$ cat src/rtl/mem_arbiter.sv
// mem_arbiter: two-requester arbiter/sequencer in front of a single-port
// synchronous memory. Accepts one request in IDLE and issues exactly one
// memory cycle. It waits out the read latency, then pulses ACK to the winner.
// Optional build macro: MEM_ARB_FIXED_PRIO_EN selects fixed priority
// (requester 0 wins ties) instead of the default round-robin.
module mem_arbiter #(
    parameter int unsigned AW       = 12,
    parameter int unsigned DW       = 16,
    parameter int unsigned READ_LAT = 1
) (
    input  logic            CLOCK,
    input  logic            RESET_N,
    input  logic [1:0]      REQ,
    input  logic [1:0]      WE,
    input  logic [2*AW-1:0] ADDR,
    input  logic [2*DW-1:0] WDATA,
    output logic [1:0]      ACK,
    output logic [2*DW-1:0] RDATA,
    output logic [1:0]      GRANT,
    output logic            BUSY,
    output logic            MEM_WE,
    output logic [AW-1:0]   MEM_ADDR,
    output logic [DW-1:0]   MEM_DIN,
    input  logic [DW-1:0]   MEM_DOUT
);

    localparam int unsigned CNT_W = 3;

    typedef enum logic [1:0] {
        S_IDLE  = 2'd0,
        S_ISSUE = 2'd1,
        S_WAIT  = 2'd2,
        S_DONE  = 2'd3
    } state_t;

    state_t            state_q, state_d;
    logic              win_q, win_d;
    logic              we_q, we_d;
    logic [CNT_W-1:0]  cnt_q, cnt_d;
    logic [1:0]        grant_q, grant_d;
    logic [1:0]        ack_q, ack_d;
    logic              busy_q, busy_d;
    logic              mem_we_q, mem_we_d;
    logic [AW-1:0]     mem_addr_q, mem_addr_d;
    logic [DW-1:0]     mem_din_q, mem_din_d;
    logic [2*DW-1:0]   rdata_q, rdata_d;
    logic              win_sel;

`ifdef MEM_ARB_FIXED_PRIO_EN
    // Requester 0 (CPU) always wins when it is requesting.
    always_comb begin
        win_sel = ~REQ[0];
    end
`else
    logic              last_q, last_d;

    // Round-robin: on a tie the requester not granted last wins.
    always_comb begin
        win_sel = (REQ == 2'b11) ? ~last_q : REQ[1];
    end
`endif

    // Next-state and registered-output computation.
    always_comb begin
        state_d    = state_q;
        win_d      = win_q;
        we_d       = we_q;
        cnt_d      = cnt_q;
        grant_d    = grant_q;
        ack_d      = 2'b00;
        mem_we_d   = 1'b0;
        mem_addr_d = mem_addr_q;
        mem_din_d  = mem_din_q;
        rdata_d    = rdata_q;
`ifndef MEM_ARB_FIXED_PRIO_EN
        last_d     = last_q;
`endif
        unique case (state_q)
            S_IDLE: begin
                if (REQ != 2'b00) begin
                    win_d      = win_sel;
                    we_d       = WE[win_sel];
                    mem_we_d   = WE[win_sel];
                    mem_addr_d = win_sel ? ADDR[2*AW-1:AW] : ADDR[AW-1:0];
                    mem_din_d  = win_sel ? WDATA[2*DW-1:DW] : WDATA[DW-1:0];
                    grant_d    = win_sel ? 2'b10 : 2'b01;
`ifndef MEM_ARB_FIXED_PRIO_EN
                    last_d     = win_sel;
`endif
                    state_d    = S_ISSUE;
                end
            end
            S_ISSUE: begin
                if (we_q) begin
                    ack_d   = grant_q;
                    state_d = S_DONE;
                end else begin
                    cnt_d   = CNT_W'(READ_LAT);
                    state_d = S_WAIT;
                end
            end
            S_WAIT: begin
                cnt_d = cnt_q - CNT_W'(1);
                if (cnt_d == CNT_W'(0)) begin
                    if (win_q) begin
                        rdata_d[2*DW-1:DW] = MEM_DOUT;
                    end else begin
                        rdata_d[DW-1:0] = MEM_DOUT;
                    end
                    ack_d   = grant_q;
                    state_d = S_DONE;
                end
            end
            S_DONE: begin
                grant_d = 2'b00;
                state_d = S_IDLE;
            end
            default: begin
                state_d = S_IDLE;
            end
        endcase
        busy_d = (state_d != S_IDLE);
    end

    // State and output registers; reset abandons any transaction in flight.
    always_ff @(posedge CLOCK or negedge RESET_N) begin
        if (!RESET_N) begin
            state_q    <= S_IDLE;
            win_q      <= 1'b0;
            we_q       <= 1'b0;
            cnt_q      <= '0;
            grant_q    <= 2'b00;
            ack_q      <= 2'b00;
            busy_q     <= 1'b0;
            mem_we_q   <= 1'b0;
            mem_addr_q <= '0;
            mem_din_q  <= '0;
            rdata_q    <= '0;
`ifndef MEM_ARB_FIXED_PRIO_EN
            last_q     <= 1'b1;
`endif
        end else begin
            state_q    <= state_d;
            win_q      <= win_d;
            we_q       <= we_d;
            cnt_q      <= cnt_d;
            grant_q    <= grant_d;
            ack_q      <= ack_d;
            busy_q     <= busy_d;
            mem_we_q   <= mem_we_d;
            mem_addr_q <= mem_addr_d;
            mem_din_q  <= mem_din_d;
            rdata_q    <= rdata_d;
`ifndef MEM_ARB_FIXED_PRIO_EN
            last_q     <= last_d;
`endif
        end
    end

    assign ACK      = ack_q;
    assign RDATA    = rdata_q;
    assign GRANT    = grant_q;
    assign BUSY     = busy_q;
    assign MEM_WE   = mem_we_q;
    assign MEM_ADDR = mem_addr_q;
    assign MEM_DIN  = mem_din_q;

endmodule
$ cat config.mk
export PLATFORM = sky130hd
export DESIGN_NAME = mem_arbiter
export DESIGN_NICKNAME = d
export VERILOG_FILES = /design/src/rtl/mem_arbiter.sv
export SDC_FILE = /design/constraint.sdc
export NUM_CORES = 1
export LEC_CHECK = 0
export ABC_AREA = 1
export CAP_MARGIN = 20
export CORE_MARGIN = 4
export CORE_UTILIZATION = 50
export CTS_BUF_LIST = sky130_fd_sc_hd__clkbuf_8
export DETAILED_ROUTE_END_ITERATION = 10
export DONT_BUFFER_PORTS = 1
export GPL_TIMING_DRIVEN = 0
export HOLD_SLACK_MARGIN = 0.12
export PLACE_DENSITY = 0.68
export SETUP_SLACK_MARGIN = 0.5
export SLEW_MARGIN = 5
export SYNTH_ARGS = -nofsm -noshare
export SYNTH_HDL_FRONTEND = slang
export SYNTH_SLANG_ARGS = --single-unit
$ cat constraint.sdc
create_clock -name CLOCK -period 1.4 [get_ports CLOCK]
set_input_delay 0.21 -clock CLOCK [delete_from_list [all_inputs] [get_ports CLOCK]]
set_output_delay 0.21 -clock CLOCK [all_outputs]
set_load 0.005 [all_outputs]
==> flow_summary.json <==
{
  "wire_per_inst_um": 19.1,
  "crit_arrival_ns": 1.73,
  "synth-seq-cells": 74,
  "drtIter0Drc": 196,
  "grt_first_pass_wirelength_mm": 17.5,
  "io_buffers": 0,
  "grt_pass1_vias": 3542,
  "detail-route-antenna-nets": 0,
  "antenna_found_initial": 0,
  "fin_total_pwr_w": 0.0117,
  "clockPowerShare_pct": 14.5,
  "placementRows": 29,
  "setup_viol": 40,
  "drt_pre_antenna_iters": 6,
  "drc_errors": 0,
  "p_per_area_nw_per_um2": 2180,
  "fin_crit_sh_pct": 106,
  "violations": "hold timing, setup timing",
  "syn_nets": 471,
  "layout_common_cells": "nand2_1, dfrtp_1, dlygate4sd3_1, nand2_2, buf_6",
  "die_h_um": 90.5,
  "hpwl_mm": 6.09,
  "crit_required_ns": 1.65,
  "r2r_cells": 10,
  "grt_max_degree": 75,
  "syn2layout_area_growth_pct": 58.2,
  "cts_sinks": 74,
  "cap_violations": 0,
  "postSynthCellCount": 387,
  "worst_pin_slew_ns": 0.432,
  "irDropWorstVdd_uv": 1020,
  "num_io_pins": 144,
  "p_leak_nw": 2.64,
  "fillCellCount": 352,
  "syn_area_um2": 3400,
  "htreeDepth": 3,
  "timing.slew.headroom_pct": 71.2,
  "path_max_fanout": 6,
  "core_um2": 6490,
  "clk_pin_slew_ns": 0.08,
  "hp-class": "in -> async",
  "worst_slack_ns": -0.0864,
  "switching_share_pct": 40.6,
  "synth_cell_types": 23,
  "viasPerCell": 5.62,
  "yosysWarnings": 0,
  "final_common_cell": "nand2_1",
  "tritoncts": "built",
  "clk_path_buf_depth": 2,
  "final.min_clock_period_ns": 1.49,
  "endpoint_kind": "register",
  "start_kind": "register",
  "numCtsBuffers": 9,
  "final_layout_size_suffix_gt1_share_pct": 37.5,
  "grt_usage_pct": 26.8,
  "grt_setup_unrepaired": "yes",
  "ys_seq_area_share_pct": 54.4,
  "grt_overflow_total": 0,
  "comb_power_share_pct": 49.8,
  "setup_tns_ns": -2.18,
  "root_buffer": "clkbuf_8",
  "diodes": 0,
  "fmax_mhz": 673,
  "syn_avg_cell_area_um2": 8.79,
  "die-area_um2": 8190,
  "wirelength_mm": 11.5,
  "outcome": "finished with violations",
  "p_sw_w": 0.00477,
  "internal-power_w": 0.00697,
  "pwr-share-seq_pct": 35.7,
  "nets": 602,
  "gp_congestion": 0.807,
  "slew_viol_final": 0,
  "worst_hold_slack_ns": -0.450,
  "fin_skew_ns": 0.00701,
  "die_w_um": 90.5,
  "clk_latency_ns": 0.35,
  "start_util_pct": 52.4,
  "final_hold_viol_count": 74,
  "critPathKind": "reg -> reg",
  "vias": 3370
}
power groups by stage:
stage / Clock (W) / Sequential [W] / Combinational [W]
global route: 0.00183 / 0.00432 / 0.00630
detailed placement: 0 / 0.00413 / 0.00337
finish: 0.00171 / 0.00419 / 0.00585
CTS: 0.00172 / 0.00413 / 0.00484
floorplan: 0 / 0.00385 / 0.00274
global placement: 0 / 0.00410 / 0.00322
synthesized netlist by cell type, drive strengths merged:
cell    instances  area (um^2)
and2            1         6.26
ha              6         75.1
o21ai           9         56.3
o211ai         17          128
a21oi           2         10.0
nand3          15          100
nand2         166          648
inv            35          131
dfrtp          73         1830
clkbuf          3         11.3
nor2            6         30.0
nand4          32          200
buf            19          141
dfstp           1         26.3
o22ai           2         12.5
cell families after synthesis:
logic type | after synthesis | share of synthesized area [%]
and+or+nand+nor | 220 | 28.9
adders and majority gates | 6 | 2.21
buffers and inverters | 57 | 8.35
DFF | 74 | 54.4
AOI/OAI and AO/OA | 30 | 6.07
worst max-delay path, cell delays in order, from the launching register on:
cell	delay (ns)
dfrtp_1	0.39
inv_2	0.08
ha_4	0.14
inv_2	0.04
nand2_2	0.05
and2_4	0.13
buf_6	0.13
nand3_4	0.13
buf_4	0.17
nand2_1	0.07
nand2_1	0.05
cell type report:
cell class | count | area, um^2 | share of cell area, %
clock buffers | 10 | 138 | 2.56
plain buffers | 22 | 229 | 4.25
flip-flops and latches | 74 | 1850 | 34.4
repair buffers | 120 | 1230 | 22.9
well taps | 77 | 96.3 | 1.79
inverters | 35 | 141 | 2.63
clock inverters | 6 | 65.1 | 1.21
multi-input cells | 256 | 1630 | 30.3
sequential cells by signal (all words and copies together) (netlist names):
register and count:
RDATA 32, BUSY 1, GRANT 2, MEM_DIN 16
ACK 2, win_q 1, MEM_ADDR 12, cnt_q 3
MEM_WE 1, state_q 2, we_q 1, last_q 1
path summary, 6_finish.rpt:
check	start	end	slack, ns
setup / recovery	cnt_q[0]	RDATA[5]	-0.09
hold / removal	RESET_N	RDATA[19]	-0.45
setup reg to reg	cnt_q[0]	RDATA[5]	-0.09
hold reg to reg	last_q	last_q	0.49
max in group asynchronous	RESET_N	last_q	1.65
min in group CLOCK	WDATA[10]	MEM_DIN[10]	0.13
metrics by stage:
step	area [um^2]	utilization [%]	std cells	worst slack, ns
after floorplan	3510	-	387	0.0533
after global placement	3600	55.5	464	-0.0388
after detailed placement	3600	55.5	464	-0.0710
after CTS	5060	77.9	584	-0.0408
after global routing	5380	82.9	600	-0.157
final	5380	82.9	600	-0.0864
repair_timing:
action | CTS | global route
buffers inserted | 27 | 12
endpoints found under the hold margin | 136 | 76
hold buffers | 70 | 1
gates cloned | 7 | 3
setup endpoints to repair | 139 | 140
pin swaps | 44 | 22
resized for setup | 83 | 55
metal layers:
metal  GRT usage [%]  vias to the layer above  part of all wire (%)
met5               0                        -                     0
met4            14.0                        0                   3.3
li1                -                     1516                     -
met2            46.0                      222                    52
met3            9.33                       36                    10
met1            28.9                     1596                    35
Power figures use the tool's default switching activity.
